**config.mk**
```make
export PLATFORM = sky130hd
export DESIGN_NAME = deser_queue_p
export DESIGN_NICKNAME = d
export VERILOG_FILES = /design/src/rtl/deser_queue_p.sv
export SDC_FILE = /design/constraint.sdc
export NUM_CORES = 1
export LEC_CHECK = 0
export CAP_MARGIN = 25
export CELL_PAD_IN_SITES_DETAIL_PLACEMENT = 2
export CELL_PAD_IN_SITES_GLOBAL_PLACEMENT = 2
export CORE_UTILIZATION = 40
export DETAILED_ROUTE_END_ITERATION = 8
export PLACE_DENSITY = 0.7
export SYNTH_ARGS = -nofsm -noshare
export SYNTH_HDL_FRONTEND = slang
export SYNTH_SLANG_ARGS = --single-unit
```
**constraint.sdc**
```tcl
create_clock -name clock1M -period 3.3 [get_ports clock1M]
set_clock_uncertainty 0.2 [all_clocks]
set_input_delay 0.66 -clock clock1M [delete_from_list [all_inputs] [get_ports clock1M]]
set_output_delay 0.66 -clock clock1M [all_outputs]
set_load 0.005 [all_outputs]
```
**src/rtl/deser_queue_p.sv**
```systemverilog
// Serial-in deserializer feeding a DEPTH-entry circular FIFO.
// A completed word is held (status_out=0) until the FIFO can accept it.
module deser_queue_p #(
    parameter int WIDTH     = 8,
    parameter int DEPTH     = 8,
    parameter int MSB_FIRST = 1,
    parameter int LEN_W     = $clog2(DEPTH + 1)
) (
    input  logic             clock1M,
    input  logic             reset,
    input  logic             data_in,
    input  logic             write_in,
    input  logic             clear_in,
    input  logic             dequeue_in,
    output logic [WIDTH-1:0] data_out,
    output logic [LEN_W-1:0] len_out,
    output logic             status_out,
    output logic             full_out,
    output logic             empty_out,
    output logic             overrun_out
);

    localparam int PTR_W = $clog2(DEPTH);
    localparam int CNT_W = $clog2(WIDTH);

    typedef enum logic {COLLECT, PUSH} state_t;

    state_t             state, state_next;
    logic [CNT_W-1:0]   bit_cnt;
    logic [WIDTH-1:0]   shift_reg, shift_next;
    logic [WIDTH-1:0]   mem [DEPTH];
    logic [PTR_W-1:0]   rd_ptr, wr_ptr;
    logic               last_bit, do_push, do_pop;

    assign full_out  = (len_out == LEN_W'(DEPTH));
    assign empty_out = (len_out == '0);
    assign data_out  = empty_out ? '0 : mem[rd_ptr];

    always_comb begin
        shift_next = (MSB_FIRST != 0) ? {shift_reg[WIDTH-2:0], data_in}
                                      : {data_in, shift_reg[WIDTH-1:1]};
        last_bit   = (bit_cnt == CNT_W'(WIDTH - 1));
        // A full FIFO still takes the held word when the head leaves this cycle.
        do_push    = (state == PUSH) && (!full_out || dequeue_in);
        do_pop     = dequeue_in && !empty_out;
        status_out = (state == COLLECT);
        state_next = state;
        case (state)
            COLLECT: if (write_in && !clear_in && last_bit) state_next = PUSH;
            PUSH:    if (do_push) state_next = COLLECT;
            default: state_next = COLLECT;
        endcase
    end

    always_ff @(posedge clock1M) begin
        if (!reset) state <= COLLECT;
        else        state <= state_next;
    end

    // The shift register doubles as the held word while in PUSH.
    always_ff @(posedge clock1M) begin
        if (!reset) begin
            bit_cnt     <= '0;
            shift_reg   <= '0;
            overrun_out <= 1'b0;
        end else if (clear_in) begin
            bit_cnt     <= '0;
            overrun_out <= 1'b0;
            if (state == COLLECT) shift_reg <= '0;
        end else if (write_in) begin
            if (state == COLLECT) begin
                shift_reg <= shift_next;
                bit_cnt   <= last_bit ? '0 : bit_cnt + CNT_W'(1);
            end else begin
                overrun_out <= 1'b1;
            end
        end
    end

    always_ff @(posedge clock1M) begin
        if (reset && do_push) mem[wr_ptr] <= shift_reg;
    end

    always_ff @(posedge clock1M) begin
        if (!reset) begin
            rd_ptr  <= '0;
            wr_ptr  <= '0;
            len_out <= '0;
        end else begin
            if (do_push) wr_ptr <= wr_ptr + PTR_W'(1);
            if (do_pop)  rd_ptr <= rd_ptr + PTR_W'(1);
            case ({do_push, do_pop})
                2'b10:   len_out <= len_out + LEN_W'(1);
                2'b01:   len_out <= len_out - LEN_W'(1);
                default: len_out <= len_out;
            endcase
        end
    end

endmodule

```
==> metrics.cfg, run 1 <==
[grt]
grt_first_pass_wirelength_mm=13.7
grtUsageMet1_pct=25.2
met3_usage_pct=3.02
antenna_found_initial=0
grt-ovfl-total=0
grt_usage_pct=20.1
grt_max_degree=27
grt_pass1_vias=2314
grt_busiest_layer=met2
use_met2_pct=34.9

[synthesis]
ys.flop_type=edfxtp_1
synth_top_area_share_pct=52.8
synth_edf_count=64
netlist_top_cells_count=edfxtp_1 (64), dfxtp_1 (26), mux4_2 (16)
yosys_register_bits=90
synth.net_count=241
yosys_warnings=0
avgSynthCellArea_sq_um=16.0
yosysSeqAreaShare_pct=67.1
netlist_area_sq_um=3640
synth.distinct_cells=37
yosysMostFrequentCell=edfxtp_1
synth_top_area_cell=edfxtp_1
synth_area_leaders=edfxtp_1 (53%), dfxtp_1 (14%), mux4_2 (9.9%)
synthArstFlopShare_pct=0
syn_inst=228

[timing]
setup_tns_ps=0
report.final.slew_viol_count=0
worst_slew_pin_slew_ps=891
min_period_over_period_pct=94.8
slew_headroom_pct=40.3
rsz0062_at_grt=no
setup_viol=0
min_period_ps=3130
hold_viol_final=0
fmax_ghz=0.320

[clocking]
holdBufCountCts=0
cts_sinks=90
root_buffer=clkbuf_8
cts_buffers=9
clk_pin_slew_ps=90
htreeDepth=3
post_cts_buffers=0
clockBufferDepth=2
clk_latency_ps=350
cts_tree=done

[power_and_ir_drop]
powerDensity_nw_per_um2=492
total_leakage_power_nw=1.49
ir_drop_mv=0.216

[final_layout]
layout-drive-gt1-share_pct=20.0
largest_reg_flops=64
utilization_pct=49.3
nets=278
diodes=0
design_area_sq_um=4320
syn_to_final_growth_pct=18.6

[setup_path]
cp.required_ps=2440
cp-end-kind=output port
path_class=register to output port
r2r_start=len_out[0]
worst_setup_path_start_kind=register
r2r-end=len_out[2]
critPathMaxFanout=16
cp.arrival_ps=2270
rr_worst_depth=9
rrSetupSlack_ps=340

[hold_path]
min_from=overrun_out
hold_depth=2
hold_end=overrun_out
hp-class=register to register

[die]
num_rows=34
die_h_um=97.4
start_util_pct=41.6
dieArea_sq_um=9490
core_sq_um=8760
fp.dieW_um=97.4
io_pins=22

[place]
port_buffers=21
place.gp.congestion=0.719
placed_cell_area_sq_um=4070
hpwl_mm=6.07

[drt]
drt_iter0_drc=113
drtAntennaViolNets=0
drt_wl_total_mm=8.84
routed_via_density=5.48
drcViolationCount=0
wl_per_cell_um=23.4
vias=2072
drtPass1Iterations=4

[run_status]
status=completed

[flow_run]
maxCapViolations=0

-- metrics by stage --
step | power [W] | hold slack [ps] | instances | setup slack, ps
2_1_floorplan | 0.00124 | 260 | 228 | 511
3_3_place_gp | 0.00125 | 261 | 362 | 247
3_5_place_dp | 0.00125 | 265 | 362 | 124
4_1_cts | 0.00215 | 291 | 378 | 59.7
5_1_grt | 0.00218 | 338 | 378 | 36.0
6_report | 0.00212 | 278 | 378 | 171
-- layer usage --
layer / share of wire (%) / up-vias
li1: - / 945
met1: 43 / 1079
met2: 53 / 38
met3: 2.5 / 10
met4: 1.5 / 0
met5: 0 / -
-- worst max-delay path by stage --
| stage | from | endpoint | slack [ps] | depth (start not counted) |
|---|---|---|---|---|
| 2_1_floorplan | len_out[2] | len_out[2] | 510 | 10 |
| 3_3_place_gp | dequeue_in | len_out[2] | 250 | 9 |
| 3_5_place_dp | dequeue_in | len_out[2] | 120 | 9 |
| 4_1_cts | register | data_out[0] | 60 | 5 |
| 5_1_grt | register | data_out[0] | 40 | 5 |
| 6_report | register | data_out[0] | 170 | 5 |
-- layout by cell type (no fill, tap or decap), types with 3 or more instances in the layout --
cell             instances
edfxtp_1                64
dfxtp_1                 26
clkdlybuf4s50_1         21
mux4_2                  16
buf_4                   16
nor2b_1                 14
mux2i_1                 14
nor2_1                  14
clkbuf_8                 9
a22oi_1                  8
ha_1                     7
nor3_1                   5
and2_1                   5
nand2_1                  4
xor2_1                   3
nand3_1                  3
nand2b_1                 3
nor4_1                   3
xnor2_1                  3
o21ai_0                  3
a21oi_1                  3
-- power breakdown --
group / leakage [nW] / switching, W / internal, W / total (W)
clock: 0.124 / 0.000377 / 0.000521 / 0.000898
combinational: 0.502 / 0.0000151 / 0.0000129 / 0.0000280
sequential: 0.868 / 0.00000200 / 0.00119 / 0.00120
-- cells by family after synthesis --
logic type               Yosys count  synth area share (%)
buffers and inverters             14                  1.75
XOR/XNOR                           6                  1.44
multiplexers                      30                  13.7
adder cells (fa/ha/maj)            7                  2.40
AND/OR/NAND/NOR                   59                  9.17
AO/OA/AOI/OAI                     22                  4.43
flip-flops                        90                  67.1
-- final cells by class --
class                           count  area [sq um]
Clock buffer                       13           181
Clock inverter                      3          68.8
Fill cell                         840          4440
Inverter                            2          7.51
Multi-Input combinational cell    124          1140
Sequential cell                    90          2440
Tap cell                          108           135
Timing Repair Buffer               38           342
-- worst max-delay path: stages (launching register included) --
cell and delay, ps:
dfxtp_1 330, buf_6 250, mux4_2 550, mux2i_1 260, nor2_1 80, clkdlybuf4s50_1 450
-- timing repair --
| action | in CTS | in global routing |
|---|---|---|
| endpoints found under the hold margin | 0 | 0 |
| endpoints found under the setup margin | 0 | 1 |
| resized for setup | 0 | 1 |
Power figures use the tool's default switching activity.
==> run 2, diff against run 1 <==
--- a/config.mk
+++ b/config.mk
@@ -5,12 +5,15 @@
 export SDC_FILE = /design/constraint.sdc
 export NUM_CORES = 1
 export LEC_CHECK = 0
+export ABC_AREA = 0
 export CAP_MARGIN = 25
 export CELL_PAD_IN_SITES_DETAIL_PLACEMENT = 2
 export CELL_PAD_IN_SITES_GLOBAL_PLACEMENT = 2
 export CORE_UTILIZATION = 40
 export DETAILED_ROUTE_END_ITERATION = 8
+export HOLD_SLACK_MARGIN = 0.06
 export PLACE_DENSITY = 0.7
+export REMOVE_ABC_BUFFERS = 1
 export SYNTH_ARGS = -nofsm -noshare
 export SYNTH_HDL_FRONTEND = slang
 export SYNTH_SLANG_ARGS = --single-unit
==> run 2 against run 1 <==
Via count grew 1.5%. Critical path depth is the same. Hold slack lost 4.5 ps. Count of clock-buffer cells in the layout shrank 3. Global-route usage grew 0.12 points. Clock power shrank 8.6%. Cell count grew 1.3%. Worst setup slack gained 35 ps. Die area is the same. First-iteration DRC count shrank 5.3%. Critical path type unchanged. Critical endpoint is now data_out[1]. Highest routed layer unchanged.
==> metrics.cfg, run 2 (same netlist as run 1, synthesis figures left out) <==
[drt]
wl_per_cell_um=22.9
drt_iter0_drc=107
drt_wl_total_mm=8.78
routed_via_density=5.49
drtPass1Iterations=4
drcViolationCount=0
vias=2103
drtAntennaViolNets=0

[power_and_ir_drop]
powerDensity_nw_per_um2=474
total_leakage_power_nw=1.50
ir_drop_mv=0.223
p_total_w=0.00205

[clocking]
cts_buffers=9
htreeDepth=3
root_buffer=clkbuf_8
cts_tree=done
clockBufferDepth=2
clk_latency_ps=350
clk_pin_slew_ps=90
cts_sinks=90

[timing]
slew_headroom_pct=51.9
worst_slew_pin_slew_ps=717
setup_ws_ps=206
setup_tns_ps=0
min_period_over_period_pct=93.8
fmax_ghz=0.323
report.final.slew_viol_count=0
hold_viol_final=0
rsz0062_at_grt=no
setup_viol=0
min_period_ps=3090

[final_layout]
final_cell_mix=edfxtp_1 (64), dfxtp_1 (26), buf_4 (22)
design_area_sq_um=4320
syn_to_final_growth_pct=18.6
n_fill_cell=822
layout-drive-gt1-share_pct=21.5
final_common_cell=edfxtp_1
utilization_pct=49.3
nets=283
largest_reg_flops=64
diodes=0

[flow_run]
maxCapViolations=0

[setup_path]
cp.arrival_ps=2230
critPathMaxFanout=16
r2r-end=len_out[2]
cp.required_ps=2440
rr_worst_depth=9
r2r_start=len_out[2]
cp-end-kind=output port
worst_setup_path_start_kind=register
rrSetupSlack_ps=240
path_class=register to output port

[die]
num_rows=34
die_h_um=97.4
start_util_pct=41.6
io_pins=22
core_sq_um=8760
fp.dieW_um=97.4
dieArea_sq_um=9490

[place]
post-place-ws_ps=93.8
port_buffers=21
place.gp.congestion=0.783
hpwl_mm=5.65
placed_cell_area_sq_um=4080

[hold_path]
hold_depth=2
min_from=overrun_out
hold_end=overrun_out
hp-class=register to register

[grt]
antenna_found_initial=0
grt_usage_pct=20.2
grt_max_degree=17
grt_first_pass_wirelength_mm=13.8
grt-ovfl-total=0
grt_pass1_vias=2329

[run_status]
status=completed

-- run 2: metrics by stage --
stage	cells	hold slack, ps
3_5_place_dp	364	260
2_1_floorplan	216	260
6_report	383	273
3_3_place_gp	364	261
5_1_grt	383	323
4_1_cts	380	284
-- run 2: worst max path at each step --
| stage | from | to | slack [ps] | cells past startpoint |
|---|---|---|---|---|
| after detailed placement | dequeue_in | len_out[2] | 90 | 9 |
| after global placement | dequeue_in | len_out[2] | 170 | 9 |
| after floorplan | len_out[2] | len_out[2] | 70 | 9 |
| final | register | data_out[1] | 210 | 5 |
| after CTS | register | data_out[0] | 120 | 5 |
| after global routing | register | data_out[0] | 2 | 5 |
-- run 2: power by group --
| group | total, W | internal, W | switching (W) | leakage, nW |
|---|---|---|---|---|
| Sequential | 0.00120 | 0.00119 | 0.00000199 | 0.868 |
| Clock | 0.000821 | 0.000429 | 0.000392 | 0.105 |
| Combinational | 0.0000290 | 0.0000129 | 0.0000161 | 0.528 |
-- run 2: cell type report --
type	instances	area [sq um]	area share (%)
Sequential cell	90	2440	56.5
Clock buffer	10	128	2.95
Clock inverter	6	88.8	2.06
Multi-Input combinational cell	124	1140	26.4
Timing Repair Buffer	43	375	8.69
Inverter	2	7.51	0.174
Tap cell	108	135	3.13
-- run 2: routing by layer --
| layer | GRT usage, % | vias up | wire length [um] |
|---|---|---|---|
| met4 | 7.13 | 0 | 106 |
| li1 | - | 953 | - |
| met3 | 2.66 | 7 | 157 |
| met1 | 24.8 | 1112 | 3760 |
| met5 | 0 | - | 0 |
| met2 | 36.3 | 31 | 4760 |
-- run 2: worst max-delay path, stage by stage (launching register included) --
cell             delay, ps
dfxtp_1                320
buf_4                  310
mux4_2                 550
mux2i_1                160
nor2_1                  70
clkdlybuf4s50_1        460
-- run 2: repair_timing --
item / CTS / global route
endpoints found under the setup margin: 0 / 1
setup buffers: 0 / 3
hold buffers: 0 / 0
resized for setup: 0 / 0
